[config.mk]
export PLATFORM = sky130hd
export DESIGN_NAME = pxs_digit_scheduler_flat
export DESIGN_NICKNAME = d
export VERILOG_FILES = /design/src/rtl/pxs_digit_scheduler_if.sv /design/src/rtl/pxs_digit_scheduler.sv /design/src/flat_wrapper.sv
export SDC_FILE = /design/constraint.sdc
export NUM_CORES = 1
export LEC_CHECK = 0
export CAP_MARGIN = 20
export CORE_UTILIZATION = 43
export DETAILED_ROUTE_END_ITERATION = 8
export MAX_ROUTING_LAYER = met4
export PLACE_DENSITY = 0.89
export SYNTH_ARGS = -nofsm -noshare
export SYNTH_HDL_FRONTEND = slang
export SYNTH_SLANG_ARGS = --single-unit
[constraint.sdc]
create_clock -name px_clk -period 2 [get_ports px_clk]
set_input_delay 0.4 -clock px_clk [delete_from_list [all_inputs] [get_ports px_clk]]
set_output_delay 0.4 -clock px_clk [all_outputs]
set_load 0.01 [all_outputs]
[src/rtl/pxs_digit_scheduler_if.sv]
// Load/increment handshake between a score source and the digit scheduler.
// The master drives the load request and increment pulse. The slave returns ld_ready.
interface pxs_digit_scheduler_if #(
    parameter int unsigned NDIGITS = 4
);
    logic                   ld_valid;
    logic [4*NDIGITS-1:0]   ld_data;
    logic                   ld_ready;
    logic                   inc;

    modport master (output ld_valid, output ld_data, output inc, input ld_ready);
    modport slave  (input ld_valid, input ld_data, input inc, output ld_ready);
endinterface

[src/rtl/pxs_digit_scheduler.sv]
// Shares one digit renderer across NDIGITS horizontal slots of a BCD score display.
// Stream layout: XC in RGBStr_i[25:16], YC in RGBStr_i[15:6], colour/sync in [5:0].
module pxs_digit_scheduler #(
    parameter int unsigned NDIGITS = 4,
    parameter int unsigned BASE_X  = 16,
    parameter int unsigned BASE_Y  = 16,
    parameter int unsigned PITCH   = 40
) (
    input  logic                  px_clk,
    input  logic                  reset_n,
    input  logic [25:0]           RGBStr_i,
    pxs_digit_scheduler_if.slave  ld,
    output logic [4*NDIGITS-1:0]  value_o,
    output logic                  ovf,
    output logic [3:0]            number,
    output logic [9:0]            pos_x,
    output logic [9:0]            pos_y
);
    localparam int unsigned XC_LSB = 16;
    localparam int unsigned YC_LSB = 6;
    localparam int unsigned W      = 4 * NDIGITS;

    logic [9:0]   xc;
    logic [9:0]   yc;
    logic         fs;
    logic         ld_fire;
    logic [31:0]  nx;
    logic         all_nines;
    logic         carry;
    logic [W-1:0] cnt_inc;
    logic         unused_stream;

    logic [W-1:0] cnt_q, cnt_d;
    logic [W-1:0] disp_q, disp_d;
    logic         pend_q, pend_d;
    logic         ovf_q, ovf_d;
    logic [3:0]   number_q, number_d;
    logic [9:0]   pos_x_q, pos_x_d;
    logic [9:0]   pos_y_q, pos_y_d;

    assign xc            = RGBStr_i[XC_LSB +: 10];
    assign yc            = RGBStr_i[YC_LSB +: 10];
    assign unused_stream = ^RGBStr_i[YC_LSB-1:0];
    assign fs            = (xc == 10'd0) && (yc == 10'd0);
    assign ld_fire       = ld.ld_valid && !pend_q;
    assign nx            = 32'(xc) + 32'd1;

    // Ripple from the least significant digit (low nibble); nibbles >= 9 wrap to 0 with carry.
    always_comb begin
        all_nines = 1'b1;
        carry     = 1'b1;
        cnt_inc   = cnt_q;
        for (int unsigned i = 0; i < NDIGITS; i++) begin
            if (cnt_q[4*i +: 4] != 4'd9) all_nines = 1'b0;
            if (carry) begin
                if (cnt_q[4*i +: 4] >= 4'd9) begin
                    cnt_inc[4*i +: 4] = '0;
                end else begin
                    cnt_inc[4*i +: 4] = cnt_q[4*i +: 4] + 4'd1;
                    carry             = 1'b0;
                end
            end
        end
    end

    always_comb begin
        cnt_d  = cnt_q;
        ovf_d  = ovf_q;
        pend_d = pend_q;
        disp_d = disp_q;
        if (ld_fire) begin
            cnt_d  = ld.ld_data;
            ovf_d  = 1'b0;
            pend_d = 1'b1;
        end else if (ld.inc) begin
            if (all_nines) ovf_d = 1'b1;
            else           cnt_d = cnt_inc;
        end
        // Commit sees this cycle's load/increment so nothing is lost at the frame boundary.
        if (fs) begin
            disp_d = cnt_d;
            pend_d = 1'b0;
        end
    end

    // Decode for the pixel that reaches the renderer next cycle (XC+1).
    always_comb begin
        number_d = number_q;
        pos_x_d  = '1;
        pos_y_d  = 10'(BASE_Y);
        for (int unsigned k = 0; k < NDIGITS; k++) begin
            int unsigned lo;
            lo = BASE_X + k * PITCH;
            if ((nx >= lo) && (nx < lo + PITCH)) begin
                number_d = disp_q[4*(NDIGITS-1-k) +: 4];
                pos_x_d  = lo[9:0];
            end
        end
    end

    always_ff @(posedge px_clk or negedge reset_n) begin
        if (!reset_n) begin
            cnt_q    <= '0;
            disp_q   <= '0;
            pend_q   <= 1'b0;
            ovf_q    <= 1'b0;
            number_q <= '0;
            pos_x_q  <= '1;
            pos_y_q  <= 10'(BASE_Y);
        end else begin
            cnt_q    <= cnt_d;
            disp_q   <= disp_d;
            pend_q   <= pend_d;
            ovf_q    <= ovf_d;
            number_q <= number_d;
            pos_x_q  <= pos_x_d;
            pos_y_q  <= pos_y_d;
        end
    end

    assign ld.ld_ready = !pend_q;
    assign value_o     = cnt_q;
    assign ovf         = ovf_q;
    assign number      = number_q;
    assign pos_x       = pos_x_q;
    assign pos_y       = pos_y_q;
endmodule

[src/flat_wrapper.sv]
// flat-port wrapper written by rule: the top's interface ports become plain ports
module pxs_digit_scheduler_flat 
#(
    parameter int unsigned NDIGITS = 4,
    parameter int unsigned BASE_X  = 16,
    parameter int unsigned BASE_Y  = 16,
    parameter int unsigned PITCH   = 40
)
  (px_clk, reset_n, RGBStr_i, value_o, ovf, number, pos_x, pos_y, ld_ld_valid, ld_ld_data, ld_inc, ld_ld_ready);
  pxs_digit_scheduler_if #(.NDIGITS(NDIGITS)) ld_i ();
  input  logic px_clk;
  input  logic reset_n;
  input  logic [25:0] RGBStr_i;
  output logic [4*NDIGITS-1:0] value_o;
  output logic ovf;
  output logic [3:0] number;
  output logic [9:0] pos_x;
  output logic [9:0] pos_y;
  input wire logic [$bits(ld_i.ld_valid)-1:0] ld_ld_valid;
  input wire logic [$bits(ld_i.ld_data)-1:0] ld_ld_data;
  input wire logic [$bits(ld_i.inc)-1:0] ld_inc;
  output wire logic [$bits(ld_i.ld_ready)-1:0] ld_ld_ready;
  assign ld_i.ld_valid = ld_ld_valid;
  assign ld_i.ld_data = ld_ld_data;
  assign ld_i.inc = ld_inc;
  assign ld_ld_ready = ld_i.ld_ready;
  pxs_digit_scheduler #(.NDIGITS(NDIGITS), .BASE_X(BASE_X), .BASE_Y(BASE_Y), .PITCH(PITCH)) u_core (.px_clk(px_clk), .reset_n(reset_n), .RGBStr_i(RGBStr_i), .ld(ld_i), .value_o(value_o), .ovf(ovf), .number(number), .pos_x(pos_x), .pos_y(pos_y));
endmodule
==> flow_metrics.env <==
export IMPL_status="complete, but fails checks"
export IMPL_violations="DRC, setup timing"
export IMPL_routed_via_density=5.95
export IMPL_place_gp_congestion=0.910
export IMPL_synth_main_ff_cell="dfrtp_1"
export IMPL_worstPathCellList="inv_2, ha_4, nand4_1, o31ai_4, buf_6, nor3_4, and4b_1, a21oi_2, a21oi_2, mux2_4"
export IMPL_ys_top_cells_by_area="dfrtp_1 (32%), mux2_2 (6.1%), ha_1 (5.9%)"
export IMPL_period_share_pct=113
export IMPL_fmax_mhz=442
export IMPL_relSlewSlack_pct=58.1
export IMPL_grt_pass1_wl_um=16100
export IMPL_die_area_mm2=0.00721
export IMPL_hold_path_class="primary input to asynchronous set/reset pin"
export IMPL_required_ns=2.21
export IMPL_setup_viol=19
export IMPL_synth_most_common_cell="dfrtp_1"
export IMPL_die_x_um=84.9
export IMPL_design_power_total_w=0.00440
export IMPL_synth_top_cell_area_share_pct=32.2
export IMPL_port_buffers=71
export IMPL_skew_ns=0.0158
export IMPL_diodes=0
export IMPL_h_tree_depth=2
export IMPL_fin_ws_ns=-0.261
export IMPL_grt_max_degree=29
export IMPL_wl_per_cell_um=19.6
export IMPL_cp_arrival_ns=2.47
export IMPL_synth_common_cells="dfrtp_1 (38), nor2_1 (32), inv_1 (24)"
export IMPL_cts_root_buffer="clkbuf_8"
export IMPL_wirelength_um=10700
export IMPL_first_pass_iters=8
export IMPL_postRouteAntennaNets=0
export IMPL_pin_count=88
export IMPL_fin_nets=528
export IMPL_critPathKind="flip-flop to flip-flop"
export IMPL_cp_slowest_stage_delay_ns=0.40
export IMPL_vias=3249
export IMPL_synth_seq_area_share_pct=37.5
export IMPL_layout_min_cycle_time_ns=2.26
export IMPL_area_growth_pct=64.1
export IMPL_slew_viol_final=0
export IMPL_cts_buffers=5
export IMPL_syn_cell_area_mm2=0.00296
export IMPL_avgSynthCellArea_um2=9.33
export IMPL_synthArstFlopShare_pct=100
export IMPL_clock_latency_ns=0.32
export IMPL_pre_cts_ws_ns=-0.757
export IMPL_cp_common_cell="a21oi_2"
export IMPL_critPathMaxFanout=6
export IMPL_clock_sinks=44
export IMPL_synth_edf_count=0
export IMPL_yosys_register_bits=44
export IMPL_cts_tree="built"
export IMPL_grtUsageTotal_pct=29.8
export IMPL_hpwlAfterDp_um=6730
export IMPL_whs_ns=0.0947
export IMPL_start_kind="flip-flop"
export IMPL_core_area_mm2=0.00649
export IMPL_ctsHoldBuffers=0
export IMPL_cp_slowest_cell="dfrtp_1"
export IMPL_drc=7
export IMPL_synthesis_instances=317
export IMPL_overflow=0
export IMPL_ys_types=69
export IMPL_die_h_um=84.9
export IMPL_rsz0062_at_grt="yes"
export IMPL_fillers=391
export IMPL_num_rows=29
export IMPL_vdd_ir_drop_max_mv=0.551
export IMPL_grt_pass1_vias=3214
export IMPL_drtIter0Drc=271
export IMPL_layout_drive_gt1_share_pct=45.8
export IMPL_cp_end_kind="flip-flop"
export IMPL_clockBufferDepth=2
export IMPL_initial_core_util_pct=45.5
export IMPL_hold_violations=0
export IMPL_power_leakage_nw=2.10
export IMPL_antenna_found_initial=0
export IMPL_drv_cap=0
export IMPL_pwr_density_cell_mw_per_mm2=907
export IMPL_path_clk_slew_ns=0.10
export IMPL_yosysWarnings=0
export IMPL_worst_pin_slew_ns=0.629
export IMPL_synth_largest_area_cell="dfrtp_1"
-- kinds of logic after synthesis --
kind of cell	synth area share [%]
mux	7.62
simple gates	20.8
xor+xnor	0.889
other cells	0.254
flops	37.5
compound gates	16.4
buf+inv	10.6
fa+ha+maj	5.92
-- per-layer routing --
layer | up-vias | part of all wire (%) | track usage (%)
met3 | 53 | 7.5 | 4.28
met1 | 1573 | 35 | 33.3
li1 | 1424 | - | -
met4 | 0 | 5.5 | 16.3
met5 | - | 0 | -
met2 | 199 | 52 | 51.5
-- stage by stage --
step | instances | cell area [µm²] | TNS [ns] | utilization (%)
floorplan | 325 | 3080 | -0.228 | -
global placement | 522 | 4240 | -12.05 | 65.3
detailed placement | 522 | 4240 | -14.38 | 65.3
CTS | 539 | 4710 | -0.508 | 72.5
global route | 546 | 4850 | -5.23 | 74.7
finish | 546 | 4850 | -2.96 | 74.7
-- final timing paths --
kind | end | slack (ns) | startpoint | cells past startpoint
max | u_core.disp_q[10] | -0.26 | u_core.value_o[5] | 10
min | u_core.value_o[7] | 0.09 | reset_n | 1
max reg2reg | u_core.disp_q[10] | -0.26 | u_core.value_o[5] | 10
min reg2reg | u_core.disp_q[14] | 0.54 | u_core.disp_q[14] | 1
max in group asynchronous | u_core.pos_x[6] | 1.22 | reset_n | 2
min in group px_clk | u_core.disp_q[14] | 0.54 | u_core.disp_q[14] | 1
-- cell type report --
cell class	count	area, µm²	share of cell area [%]
Clock buffer	6	82.6	1.70
Clock inverter	2	15.0	0.309
Inverter	24	90.1	1.86
Multi-Input combinational cell	229	2050	42.2
Sequential cell	44	1110	22.9
Tap cell	77	96.3	1.99
Timing Repair Buffer	164	1410	29.0
-- registers in the layout, summed over array words and instances (netlist names) --
name / count
u_core.pos_x: 6
u_core.pend_q: 1
u_core.number: 4
u_core.disp_q: 16
u_core.ovf: 1
u_core.value_o: 16
-- what timing repair did --
action	4_1_cts	5_1_grt
endpoints found under the setup margin	28	33
resized for setup	84	36
buffers inserted	12	11
pin swaps	23	27
-- power breakdown --
group	total [W]	switching, W	leakage (nW)	internal (W)
sequential	0.00124	0.000167	0.549	0.00107
combinational	0.00254	0.00125	1.51	0.00129
clock	0.000625	0.000344	0.0434	0.000280
-- cell usage in the layout, fill, tap and decap left out, types with 4 or more instances in the layout --
master           instances
a21oi_2                  7
mux2_4                   6
buf_4                   83
dfstp_2                  6
ha_4                     7
clkbuf_8                 6
o21ai_0                  9
conb_1                  10
buf_2                    5
a31oi_1                  6
inv_2                    8
dfrtp_1                 36
nand2_2                  4
nand2_1                 20
clkbuf_2                 4
buf_6                    9
inv_1                   16
clkdlybuf4s50_1         60
nor2_1                  30
ha_1                     7
nor4_1                   4
nand4_1                  4
mux2_2                  11
o31ai_4                  5
nand3_1                 11
-- critical path, delay by kind of cell (launching register included) --
family | cells | cell delay [ns]
AOI/OAI and AO/OA | 3 | 0.59
and+or+nand+nor | 3 | 0.50
DFF | 1 | 0.40
muxes | 1 | 0.28
buffers and inverters | 2 | 0.25
adders and majority gates | 1 | 0.14
No activity file was read; power rests on OpenSTA's default activity.
